**config.mk**
```make
export PLATFORM = sky130hd
export DESIGN_NAME = scan_mux_seq
export DESIGN_NICKNAME = d
export VERILOG_FILES = /design/src/rtl/scan_pkg.sv /design/src/rtl/onehot_dec.sv /design/src/rtl/scan_mux_seq.sv
export SDC_FILE = /design/constraint.sdc
export NUM_CORES = 1
export LEC_CHECK = 0
export CAP_MARGIN = 30
export CORE_MARGIN = 3
export CORE_UTILIZATION = 50
export DETAILED_ROUTE_END_ITERATION = 8
export PLACE_DENSITY = 0.83
export SLEW_MARGIN = 20
export SYNTH_ARGS = -nofsm -noshare
export SYNTH_HDL_FRONTEND = slang
export SYNTH_SLANG_ARGS = --single-unit
```
**constraint.sdc**
```tcl
create_clock -name i_clk -period 4.15 [get_ports i_clk]
set_input_delay 0.6225 -clock i_clk [delete_from_list [all_inputs] [get_ports i_clk]]
set_output_delay 0.6225 -clock i_clk [all_outputs]
set_load 0.02 [all_outputs]
```
**src/rtl/scan_pkg.sv**
```systemverilog
// rtl/scan_pkg.sv - shared types, mode constants and select-width helper for scan_mux_seq
package scan_pkg;

    typedef enum logic [1:0] {
        IDLE,
        MANUAL,
        SCAN
    } state_t;

    localparam logic MODE_MANUAL = 1'b0;
    localparam logic MODE_SCAN   = 1'b1;

    function automatic int sel_width(input int n);
        return ($clog2(n) < 1) ? 1 : $clog2(n);
    endfunction

endpackage

```
**src/rtl/onehot_dec.sv**
```systemverilog
// rtl/onehot_dec.sv - combinational index to one-hot decoder with enable
module onehot_dec #(
    parameter int N    = 8,
    parameter int SELW = 3
) (
    input  logic [SELW-1:0] idx,
    input  logic            en,
    output logic [N-1:0]    onehot
);

    // Compare against each position so out-of-range indices simply decode to zero
    always_comb begin
        onehot = '0;
        for (int k = 0; k < N; k++) begin
            onehot[k] = en && (idx == SELW'(k));
        end
    end

endmodule

```
**src/rtl/scan_mux_seq.sv**
```systemverilog
// rtl/scan_mux_seq.sv - registered N-channel mux with manual select and auto-scan modes
module scan_mux_seq
    import scan_pkg::*;
#(
    parameter  int N_CH  = 8,
    parameter  int W     = 1,
    parameter  int DWELL = 4,
    localparam int SELW  = sel_width(N_CH)
) (
    input  logic              i_clk,
    input  logic              i_rst_n,
    input  logic              i_en,
    input  logic              i_mode,
    input  logic [SELW-1:0]   i_sel,
    input  logic [N_CH*W-1:0] i_data,
    output logic [W-1:0]      o_data,
    output logic [SELW-1:0]   o_ch,
    output logic [N_CH-1:0]   o_onehot,
    output logic              o_valid,
    output logic              o_wrap,
    output logic              o_err
);

    localparam int              CNTW    = $clog2(DWELL + 1);
    localparam logic [CNTW-1:0] CNT_ONE = CNTW'(1);
    localparam logic [CNTW-1:0] CNT_MAX = CNTW'(DWELL);
    localparam logic [SELW-1:0] LAST_CH = SELW'(N_CH - 1);

    state_t          state, state_nxt;
    logic [CNTW-1:0] cnt, cnt_nxt;
    logic [SELW-1:0] ch_nxt;
    logic [W-1:0]    data_nxt;
    logic            valid_nxt, wrap_nxt, err_nxt;
    logic [N_CH-1:0] onehot_nxt;
    logic [W-1:0]    chans [N_CH];

    for (genvar k = 0; k < N_CH; k++) begin : g_ch
        assign chans[k] = i_data[k*W +: W];
    end

    always_comb begin
        state_nxt = state;
        cnt_nxt   = cnt;
        ch_nxt    = o_ch;
        data_nxt  = o_data;
        valid_nxt = 1'b0;
        wrap_nxt  = 1'b0;
        err_nxt   = 1'b0;
        if (i_en) begin
            if (i_mode == MODE_SCAN) begin
                state_nxt = SCAN;
                valid_nxt = 1'b1;
                // Entering scan keeps the current channel and starts its dwell afresh
                if (state != SCAN) begin
                    cnt_nxt = CNT_ONE;
                end else if (cnt == CNT_MAX) begin
                    cnt_nxt = CNT_ONE;
                    if (o_ch == LAST_CH) begin
                        ch_nxt   = '0;
                        wrap_nxt = 1'b1;
                    end else begin
                        ch_nxt = o_ch + SELW'(1);
                    end
                end else begin
                    cnt_nxt = cnt + CNT_ONE;
                end
            end else begin
                state_nxt = MANUAL;
                cnt_nxt   = '0;
                if (int'(i_sel) < N_CH) begin
                    ch_nxt    = i_sel;
                    valid_nxt = 1'b1;
                end else begin
                    err_nxt = 1'b1;
                end
            end
            if (valid_nxt) begin
                data_nxt = chans[ch_nxt];
            end
        end
    end

    onehot_dec #(
        .N    (N_CH),
        .SELW (SELW)
    ) u_dec (
        .idx    (ch_nxt),
        .en     (valid_nxt),
        .onehot (onehot_nxt)
    );

    always_ff @(posedge i_clk or negedge i_rst_n) begin
        if (!i_rst_n) begin
            state    <= IDLE;
            cnt      <= '0;
            o_ch     <= '0;
            o_data   <= '0;
            o_onehot <= '0;
            o_valid  <= 1'b0;
            o_wrap   <= 1'b0;
            o_err    <= 1'b0;
        end else begin
            state    <= state_nxt;
            cnt      <= cnt_nxt;
            o_ch     <= ch_nxt;
            o_data   <= data_nxt;
            o_onehot <= onehot_nxt;
            o_valid  <= valid_nxt;
            o_wrap   <= wrap_nxt;
            o_err    <= err_nxt;
        end
    end

endmodule

```
==> run_summary.xml <==
<?xml version="1.0" encoding="UTF-8"?>
<metrics>
  <group name="clocking">
    <metric name="ctsHoldBuffers" unit="">0</metric>
    <metric name="numCtsBuffers" unit="">3</metric>
    <metric name="clock_sink_count" unit="">19</metric>
    <metric name="clk_pin_slew" unit="ns">0.10</metric>
    <metric name="cts_tree" unit="">yes</metric>
    <metric name="insertion_delay" unit="ns">0.29</metric>
    <metric name="post_cts_resize_count" unit="">0</metric>
    <metric name="h-tree-depth" unit="">1</metric>
    <metric name="cts_setup_buffers" unit="">0</metric>
    <metric name="clock-root-buffer" unit="">clkbuf_4</metric>
    <metric name="clock_tree.buffer_depth" unit="">2</metric>
  </group>
  <group name="logic_synthesis">
    <metric name="synth-edff-count" unit="">0</metric>
    <metric name="dominantRegCellSynth" unit="">dfrtp_1</metric>
    <metric name="async_reset_ff_share" unit="%">100</metric>
    <metric name="synth.yosys.seq_area_share" unit="%">44.5</metric>
    <metric name="syn_avg_cell_area" unit="um^2">10.2</metric>
    <metric name="syn_nets" unit="">124</metric>
    <metric name="synth.cell_area" unit="mm^2">0.00107</metric>
    <metric name="postSynthCellCount" unit="">105</metric>
    <metric name="yosysUniqueCellTypes" unit="">43</metric>
    <metric name="yosys_warnings" unit="">0</metric>
    <metric name="postSynthRegisterBits" unit="">19</metric>
  </group>
  <group name="placed_design">
    <metric name="hpwl" unit="mm">1.84</metric>
    <metric name="gp_routability_congestion" unit="">0.888</metric>
    <metric name="port_buffers" unit="">28</metric>
  </group>
  <group name="sta">
    <metric name="worst_clock_skew" unit="ns">0.00299</metric>
    <metric name="setup_repair_after_global_routing_missed_its_margin" unit="">no</metric>
    <metric name="final_hold_viol_count" unit="">0</metric>
    <metric name="slew_headroom" unit="%">45.7</metric>
    <metric name="tightest_slew" unit="ns">0.812</metric>
    <metric name="setup_total_negative_slack" unit="ns">0</metric>
    <metric name="setup_viol_count_final" unit="">0</metric>
    <metric name="fin_crit" unit="ns">2.36</metric>
    <metric name="max_slew_violation_total_from_the_final_report" unit="">0</metric>
    <metric name="clock.fmax" unit="MHz">423</metric>
    <metric name="final_min_period_over_clock_period" unit="%">56.9</metric>
    <metric name="timing.hold.ws" unit="ns">0.542</metric>
  </group>
  <group name="run_status">
    <metric name="outcome" unit="">finished clean</metric>
  </group>
  <group name="routing">
    <metric name="drtPass1Iterations" unit="">4</metric>
    <metric name="initial_drc_count" unit="">17</metric>
    <metric name="post-route-drc-count" unit="">0</metric>
    <metric name="viasPerCell" unit="">5.56</metric>
    <metric name="route.antenna.remaining_nets" unit="">0</metric>
    <metric name="routedWlPerCell" unit="um">15.0</metric>
    <metric name="detail_route.wirelength" unit="mm">2.40</metric>
    <metric name="vias" unit="">889</metric>
  </group>
  <group name="min_path">
    <metric name="hp-class" unit="">flip-flop to flip-flop</metric>
  </group>
  <group name="worst_setup_path">
    <metric name="cp_max_fo" unit="">17</metric>
    <metric name="cp_data_required_time" unit="ns">4.32</metric>
    <metric name="criticalPathCategory" unit="">primary input to flip-flop</metric>
    <metric name="crit_path_end_kind" unit="">flip-flop</metric>
    <metric name="cp-start-kind" unit="">primary input</metric>
    <metric name="worstPathArrival" unit="ns">2.53</metric>
  </group>
  <group name="power">
    <metric name="vdd_drop_max" unit="mV">0.274</metric>
    <metric name="leakagePower" unit="nW">0.611</metric>
    <metric name="power_per_cell_area" unit="mW/mm^2">324</metric>
    <metric name="report.power.total" unit="uW">447</metric>
  </group>
  <group name="run">
    <metric name="maxCapViolations" unit="">0</metric>
  </group>
  <group name="global_route">
    <metric name="pin_count_of_the_biggest_net_entering_global_routing" unit="">20</metric>
    <metric name="grt_use_met3" unit="%">9.97</metric>
    <metric name="grt.busiest_layer" unit="">met2</metric>
    <metric name="grt_first_pass_wirelength" unit="mm">4.16</metric>
    <metric name="grt_util_all_layers" unit="%">20.6</metric>
    <metric name="overflow" unit="">0</metric>
    <metric name="grt_antenna_before_repair" unit="">0</metric>
    <metric name="via_count_of_the_first_global_routing_pass" unit="">927</metric>
    <metric name="gr-usage-met1" unit="%">23.8</metric>
    <metric name="grtUsageMet2" unit="%">33.9</metric>
  </group>
  <group name="die">
    <metric name="total_die_area" unit="mm^2">0.00272</metric>
    <metric name="initial_core_util" unit="%">53.9</metric>
    <metric name="coreArea" unit="mm^2">0.00198</metric>
    <metric name="num_rows" unit="">16</metric>
    <metric name="design.portCount" unit="">30</metric>
    <metric name="die_h" unit="um">52.2</metric>
    <metric name="chipWidth" unit="um">52.2</metric>
  </group>
  <group name="layout">
    <metric name="finish.utilization" unit="%">69.7</metric>
    <metric name="area.growth.synth_to_final" unit="%">29.4</metric>
    <metric name="post_route_cells_drive_above_1_share" unit="%">12.8</metric>
    <metric name="design.final.nets" unit="">153</metric>
    <metric name="layout_commonest_cell" unit="">clkdlybuf4s50_1</metric>
    <metric name="antennaDiodeCount" unit="">0</metric>
    <metric name="final_cell_mix" unit="">clkdlybuf4s50_1, dfrtp_1, nor2_1, nand2_1, nor3_1</metric>
  </group>
</metrics>
==> critical path: stages <==
cell and delay [ns]:
clkdlybuf4s50_1 0.84, o21ai_0 0.18, mux2_2 0.35, a221o_1 0.30
o21ai_1 0.14, o22ai_1 0.09
==> cell families (layout without fill, tap and decap cells) <==
| family | Yosys count | after routing | share of synthesized area, % |
|---|---|---|---|
| and+or+nand+nor | 41 | 41 | 19.7 |
| AOI/OAI and AO/OA | 24 | 24 | 19.5 |
| DFF | 19 | 19 | 44.5 |
| buffers and inverters | 11 | 39 | 5.04 |
| muxes | 5 | 5 | 6.21 |
| adders and majority gates | 4 | 4 | 4.69 |
| other | 1 | 1 | 0.351 |
==> power breakdown <==
part | switching [mW] | internal (mW) | total, mW
Sequential | 0.0134 | 0.200 | 0.213
Clock | 0.0545 | 0.0359 | 0.0904
Combinational | 0.0750 | 0.0688 | 0.144
Total | 0.143 | 0.305 | 0.447
==> path summary, 6_finish.rpt <==
kind	startpoint	endpoint	slack (ns)	cells after the start
setup reg to reg	cnt[0]	o_data	1.91	7
setup / recovery	i_mode	o_data	1.79	6
min in group asynchronous	i_rst_n	o_data	0.79	1
hold / removal	state[0]	state[0]	0.54	1
hold reg to reg	state[0]	state[0]	0.54	1
max in group asynchronous	i_rst_n	o_onehot[7]	2.86	1
==> final cells by class <==
type / count / area, um^2
Fill cell: 144 / 601
Multi-Input combinational cell: 75 / 538
Sequential cell: 19 / 475
Timing Repair Buffer: 28 / 280
Tap cell: 27 / 33.8
Inverter: 7 / 26.3
Clock buffer: 3 / 22.5
Clock inverter: 1 / 5.00
==> state kept, by name, indices dropped and copies added (netlist names) <==
register  flops
state         2
o_valid       1
cnt           3
o_data        1
o_wrap        1
o_onehot      8
o_ch          3
==> through the flow <==
stage / instance area [um^2] / setup WS (ns) / instances
2_1_floorplan: 1070 / 2.25 / 105
3_3_place_gp: 1350 / 1.58 / 156
3_5_place_dp: 1350 / 1.49 / 156
4_1_cts: 1380 / 1.81 / 160
5_1_grt: 1380 / 1.63 / 160
6_report: 1380 / 1.79 / 160
==> synth_stat cells, drive strengths merged (3+ instances only) <==
master,number,area [um^2]
nor3,8,40.0
mux2,4,52.6
inv,6,22.5
dfrtp,19,475
nor2b,4,25.0
or2,3,18.8
ha,4,50.1
a21o,3,22.5
buf,3,23.8
o21ai,5,25.0
nand2,9,36.3
nand3,3,15.0
o22ai,3,18.8
nor2,8,30.0
==> routing by layer <==
layer | share of wire (%) | vias up
li1 | - | 425
met4 | 0.33 | 0
met1 | 39 | 430
met5 | 0 | -
met2 | 52 | 32
met3 | 8.5 | 2
Power figures use the tool's default switching activity.
